[src/rtl/mult_div_unit.sv]
// Iterative multiply/divide unit. It takes the two register-bank read values
// and computes either a double-width product or a quotient/remainder pair into
// hi/lo, one result bit per clock. Signed operations run on magnitudes and
// apply the sign correction in a final fix-up cycle.
module mult_div_unit #(
    parameter int WIDTH = 32
) (
    input  logic             clk,
    input  logic             rst_n,
    input  logic [WIDTH-1:0] op_a,
    input  logic [WIDTH-1:0] op_b,
    input  logic [1:0]       op,
    input  logic             start,
    output logic             busy,
    output logic             done,
    output logic             div_zero,
    output logic [WIDTH-1:0] hi,
    output logic [WIDTH-1:0] lo
);

    localparam int CW = $clog2(WIDTH) + 1;
    localparam logic [CW-1:0] LAST_STEP = CW'(WIDTH - 1);

    typedef enum logic [1:0] {
        IDLE = 2'd0,
        RUN  = 2'd1,
        FIX  = 2'd2
    } state_t;

    state_t           state;
    logic [CW-1:0]    count;
    // rem is the running upper product half (MUL) or partial remainder (DIV);
    // quo starts as the magnitude of op_a and shifts into the lower product
    // half (MUL) or the quotient (DIV)
    logic [WIDTH-1:0] rem;
    logic [WIDTH-1:0] quo;
    logic [WIDTH-1:0] b_mag;
    logic [WIDTH-1:0] a_raw;
    logic             is_div;
    logic             neg_main;
    logic             neg_rem;

    logic [WIDTH-1:0]   a_in_mag;
    logic [WIDTH-1:0]   b_in_mag;
    logic [WIDTH:0]     mul_sum;
    logic [WIDTH:0]     div_shift;
    logic               div_ge;
    logic [WIDTH-1:0]   rem_next;
    logic [WIDTH-1:0]   quo_next;
    logic [2*WIDTH-1:0] prod_mag;
    logic [2*WIDTH-1:0] prod_fix;
    logic [WIDTH-1:0]   quo_fix;
    logic [WIDTH-1:0]   rem_fix;

    // Operand magnitudes at accept time; op[0] marks the signed variants
    always_comb begin
        a_in_mag = op_a;
        b_in_mag = op_b;
        if (op[0] && op_a[WIDTH-1]) begin
            a_in_mag = ~op_a + WIDTH'(1);
        end
        if (op[0] && op_b[WIDTH-1]) begin
            b_in_mag = ~op_b + WIDTH'(1);
        end
    end

    // One iteration: shift-add for multiply, restoring shift-subtract for divide
    always_comb begin
        mul_sum   = {1'b0, rem} + (quo[0] ? {1'b0, b_mag} : '0);
        div_shift = {rem, quo[WIDTH-1]};
        div_ge    = (div_shift >= {1'b0, b_mag});
        rem_next  = rem;
        quo_next  = quo;
        if (is_div) begin
            if (div_ge) begin
                rem_next = WIDTH'(div_shift - {1'b0, b_mag});
                quo_next = {quo[WIDTH-2:0], 1'b1};
            end else begin
                rem_next = div_shift[WIDTH-1:0];
                quo_next = {quo[WIDTH-2:0], 1'b0};
            end
        end else begin
            rem_next = mul_sum[WIDTH:1];
            quo_next = {mul_sum[0], quo[WIDTH-1:1]};
        end
    end

    // Sign correction of the magnitude result, consumed in the FIX cycle
    always_comb begin
        prod_mag = {rem, quo};
        prod_fix = neg_main ? (~prod_mag + (2*WIDTH)'(1)) : prod_mag;
        quo_fix  = neg_main ? (~quo + WIDTH'(1)) : quo;
        rem_fix  = neg_rem  ? (~rem + WIDTH'(1)) : rem;
    end

    // Control FSM plus datapath registers; all outputs are registered here
    always_ff @(posedge clk or negedge rst_n) begin
        if (!rst_n) begin
            state    <= IDLE;
            count    <= '0;
            rem      <= '0;
            quo      <= '0;
            b_mag    <= '0;
            a_raw    <= '0;
            is_div   <= 1'b0;
            neg_main <= 1'b0;
            neg_rem  <= 1'b0;
            busy     <= 1'b0;
            done     <= 1'b0;
            div_zero <= 1'b0;
            hi       <= '0;
            lo       <= '0;
        end else begin
            done <= 1'b0;
            case (state)
                IDLE: begin
                    if (start) begin
                        rem      <= '0;
                        quo      <= a_in_mag;
                        b_mag    <= b_in_mag;
                        a_raw    <= op_a;
                        is_div   <= op[1];
                        neg_main <= op[0] & (op_a[WIDTH-1] ^ op_b[WIDTH-1]);
                        neg_rem  <= op[0] & op_a[WIDTH-1];
                        count    <= '0;
                        busy     <= 1'b1;
                        div_zero <= 1'b0;
                        state    <= RUN;
                    end
                end
                RUN: begin
                    rem   <= rem_next;
                    quo   <= quo_next;
                    count <= count + CW'(1);
                    if (count == LAST_STEP) begin
                        state <= FIX;
                    end
                end
                FIX: begin
                    if (is_div) begin
                        if (b_mag == '0) begin
                            lo       <= '1;
                            hi       <= a_raw;
                            div_zero <= 1'b1;
                        end else begin
                            lo <= quo_fix;
                            hi <= rem_fix;
                        end
                    end else begin
                        {hi, lo} <= prod_fix;
                    end
                    done  <= 1'b1;
                    busy  <= 1'b0;
                    state <= IDLE;
                end
                default: begin
                    state <= IDLE;
                end
            endcase
        end
    end

endmodule

[config.mk]
export PLATFORM = sky130hd
export DESIGN_NAME = mult_div_unit
export DESIGN_NICKNAME = d
export VERILOG_FILES = /design/src/rtl/mult_div_unit.sv
export SDC_FILE = /design/constraint.sdc
export NUM_CORES = 1
export LEC_CHECK = 0
export BUFFER_PORTS_ARGS = -buffer_cell sky130_fd_sc_hd__buf_2
export CAP_MARGIN = 20
export CORE_MARGIN = 2
export CORE_UTILIZATION = 40
export CTS_CLUSTER_DIAMETER = 200
export DETAILED_ROUTE_END_ITERATION = 7
export GPL_TIMING_DRIVEN = 0
export PLACE_DENSITY = 0.67
export SLEW_MARGIN = 20
export SYNTH_ARGS = -nofsm -noshare
export SYNTH_HDL_FRONTEND = slang
export SYNTH_SLANG_ARGS = --single-unit
export TNS_END_PERCENT = 20
[constraint.sdc]
create_clock -name clk -period 9 [get_ports clk]
set_input_delay 0.45 -clock clk [delete_from_list [all_inputs] [get_ports clk]]
set_output_delay 0.45 -clock clk [all_outputs]
set_load 0.01 [all_outputs]
==> impl_metrics.csv <==
group,metric,value,unit
logic_synthesis,synth_compound_area_share,22.7,%
min_path,whs_endpoint,"is_div",
worst_setup_path,cp-startpoint,"quo[0]",
timing,hold_viol,0,
global_routing,grt_pass1_wl,90.4,mm
logic_synthesis,yosys_warnings,0,
route,drc,0,
timing,final_max_slew_viol_count,0,
placed_design,dpl.hpwl,45.9,mm
logic_synthesis,synth_simple_gate_area_share,21.0,%
route,drt_iter0_drc,1502,
min_path,worstHoldStart,"op[1]",
route,wl_per_cell,21.2,µm
floorplanning,pin_count,136,
power,peakVddDrop,151,µV
clock_network,cts_root_buf,"clkbuf_16",
global_routing,antenna_found_initial,2,
worst_setup_path,start_kind,"register",
job,cap_viol_max_count,0,
clock_network,clk_latency,570,ps
worst_setup_path,path_cells,"inv_1 > clkbuf_1 > nor2_1 > ha_1 > a2111oi_0 > o21ai_0 > nand2_1 > o221ai_1 > a21oi_2 > a21oi_1 > o41ai_1 > or4b_1 > o311a_1",
floorplanning,die_x,205,µm
global_routing,grt_max_degree,79,
logic_synthesis,synth_top_family_by_area,"compound AO/OA/AOI/OAI gates",
timing,finalCriticalPeriod,4780,ps
worst_setup_path,ff2ff_setup_slack,4220,ps
floorplanning,num_rows,73,
clock_network,cts.sinks,206,
route,vias,16300,
power,p_leak,0.00820,µW
logic_synthesis,synth_top_area_share,31.8,%
logic_synthesis,synthCells,2090,
cells_and_area,fin_util,46.3,%
power,p_per_area,366,mW/mm²
placed_design,place_area,0.0176,mm²
outcome,status,"completed",
route,dr.pass1.iters,8,
cells_and_area,final_area,0.0185,mm²
placed_design,place_congestion,0.964,
worst_setup_path,critPathMaxStageDelay,510,ps
floorplanning,die-area,0.0421,mm²
power,p_sw,3300,µW
logic_synthesis,ys_ff_latch,206,
timing,clock.fmax,0.209,GHz
clock_network,cts.htree.levels,1,
timing,slew_headroom,26.3,%
worst_setup_path,cp.depth,13,
clock_network,postCtsSetupBuffers,0,
worst_setup_path,end_kind,"register",
clock_network,cts_buffers,25,
logic_synthesis,ys_types,80,
clock_network,cts_max_path_buffers,3,
timing,skew,15.6,ps
worst_setup_path,r2r_end,"rem[30]",
logic_synthesis,synth_top_cells_by_count,"nand2_1, o21ai_0, dfrtp_1, nor2_1, a21oi_1",
route,viasPerCell,5.84,
worst_setup_path,crit_buf_inv,2,
logic_synthesis,synth.most_common_cell,"nand2_1",
worst_setup_path,arrival,5230,ps
global_routing,groute.usage.overall,27.9,%
logic_synthesis,synth_area_per_cell,7.75,µm²
logic_synthesis,synth-main-ff-cell,"dfrtp_1",
timing,finalCritPeriodShare,53.1,%
worst_setup_path,rr_startpoint,"quo[0]",
worst_setup_path,critical_path_class,"reg2reg",
power,p_sw_share,48.9,%
logic_synthesis,synth-seq-area-share,31.8,%
cells_and_area,nFillCells,4042,
power,intPower,3450,µW
min_path,min_path_cells,3,
logic_synthesis,synth_area,0.0162,mm²
logic_synthesis,synth.area.top_cells,"dfrtp_1, nand2_1, o21ai_0",
route,antenna_left,0,
cells_and_area,antenna_cells,0,
power,power.share.sequential,25.3,%
worst_setup_path,crit_family,"compound AO/OA/AOI/OAI gates",
global_routing,first_global_vias,15700,
route,wl,59.3,mm
cells_and_area,final_nets,2395,
worst_setup_path,critPathMaxFanout,10,
worst_setup_path,cp.required,9450,ps
cells_and_area,drive_gt1_share,9.78,%
cells_and_area,synthToLayoutAreaGrowth,14.0,%
floorplanning,die_y,205,µm
logic_synthesis,synth_mux_area_share,3.61,%
timing,setup_tns,0,ps
logic_synthesis,synth_fa_ha_area_share,5.58,%
logic_synthesis,synth_nets,2230,
placed_design,portBuffers,135,
logic_synthesis,synth_largest_area_cell,"dfrtp_1",
power,pwr-share-comb,58.9,%
global_routing,grt.overflow.total,0,
timing,setup_violations,0,
power,clkPwrFrac,15.8,%
worst_setup_path,r2r_cells,13,
clock_network,clkTransAtPathRegs,60,ps
logic_synthesis,synth_xor_area_share,10.5,%
floorplanning,start_util,40.7,%
logic_synthesis,synth-async-reset-ratio,100,%
timing,tightest_slew,1090,ps
timing,rsz0062_at_grt,"false",
min_path,hold_class,"in2reg",
clock_network,cts_tree,"yes",
logic_synthesis,synth_edf_count,0,
floorplanning,coreArea,0.0398,mm²
worst_setup_path,crit_path_top_delay_cell,"a2111oi_0",
worst max path at each step:
stage / end
3_5_place_dp: rem[30]
6_report: rem[30]
3_3_place_gp: b_mag[29]
5_1_grt: rem[30]
4_1_cts: rem[30]
2_1_floorplan: rem[30]
power by group through the flow:
stage | combinational (µW) | sequential (µW) | clock (µW)
final | 3970 | 1710 | 1070
after global routing | 4410 | 1750 | 1120
after CTS | 3910 | 1690 | 1090
after detailed placement | 3890 | 1700 | 0
after global placement | 3850 | 1690 | 0
after floorplan | 2800 | 1600 | 0
routing by layer:
metal  vias up  wire length (µm)  track usage [%]
met2       709             27100             45.6
met4         2              2930             12.8
met5         -                13                0
met1      7778             24700             36.5
li1       7699                 -                -
met3       145              4570             4.04
through the flow:
step	hold slack, ps	setup WS [ps]	cells	total power [µW]
after floorplan	154	5680	2090	4400
after global placement	459	3910	2750	5540
after detailed placement	424	4390	2752	5600
after CTS	112	4320	2796	6690
after global routing	138	4050	2796	7270
final	124	4220	2796	6750
logic make-up after synthesis:
group | after synthesis
compound gates | 618
flops | 206
xor+xnor | 194
fa+ha+maj | 71
simple gates | 743
mux | 58
buf+inv | 200
state kept, by name (all words and copies together) (netlist names):
signal	count
neg_main	1
lo	32
b_mag	32
rem	32
done	1
quo	32
div_zero	1
state	2
busy	1
neg_rem	1
count	6
hi	32
a_raw	32
is_div	1
layout make-up:
class	instances	area (µm²)	share of cell area, %
clock inverters	8	115	0.624
inverters	63	236	1.28
multi-input cells	1684	10300	55.6
flip-flops and latches	206	5150	27.9
repair buffers	138	751	4.07
clock buffers	35	743	4.03
well taps	525	657	3.56
plain buffers	137	537	2.91
worst min-delay path: cells and delay by family:
kind                   cells  cell delay (ps)
buffers and inverters      1              100
AND/OR/NAND/NOR            1               40
AO/OA/AOI/OAI              1               60
layout by cell type, fill, tap and decap left out, types with 12 or more instances in the layout:
| master | count |
|---|---|
| a211oi_1 | 14 |
| a21o_1 | 31 |
| a21oi_1 | 154 |
| a22oi_1 | 16 |
| a31oi_1 | 21 |
| buf_2 | 146 |
| clkbuf_1 | 116 |
| clkbuf_16 | 25 |
| dfrtp_1 | 206 |
| ha_1 | 69 |
| inv_1 | 63 |
| mux2i_1 | 55 |
| nand2_1 | 354 |
| nand2b_1 | 17 |
| nand3_1 | 26 |
| nand4_1 | 22 |
| nor2_1 | 183 |
| nor3_1 | 28 |
| nor4_1 | 27 |
| o21ai_0 | 258 |
| o31ai_1 | 20 |
| o41ai_1 | 12 |
| or3_1 | 20 |
| xnor2_1 | 76 |
| xor2_1 | 118 |
timing repair:
item,in CTS,in global routing
hold buffers,1,0
endpoints found under the hold margin,60,0
resized for setup,0,0
Power figures use the tool's default switching activity.
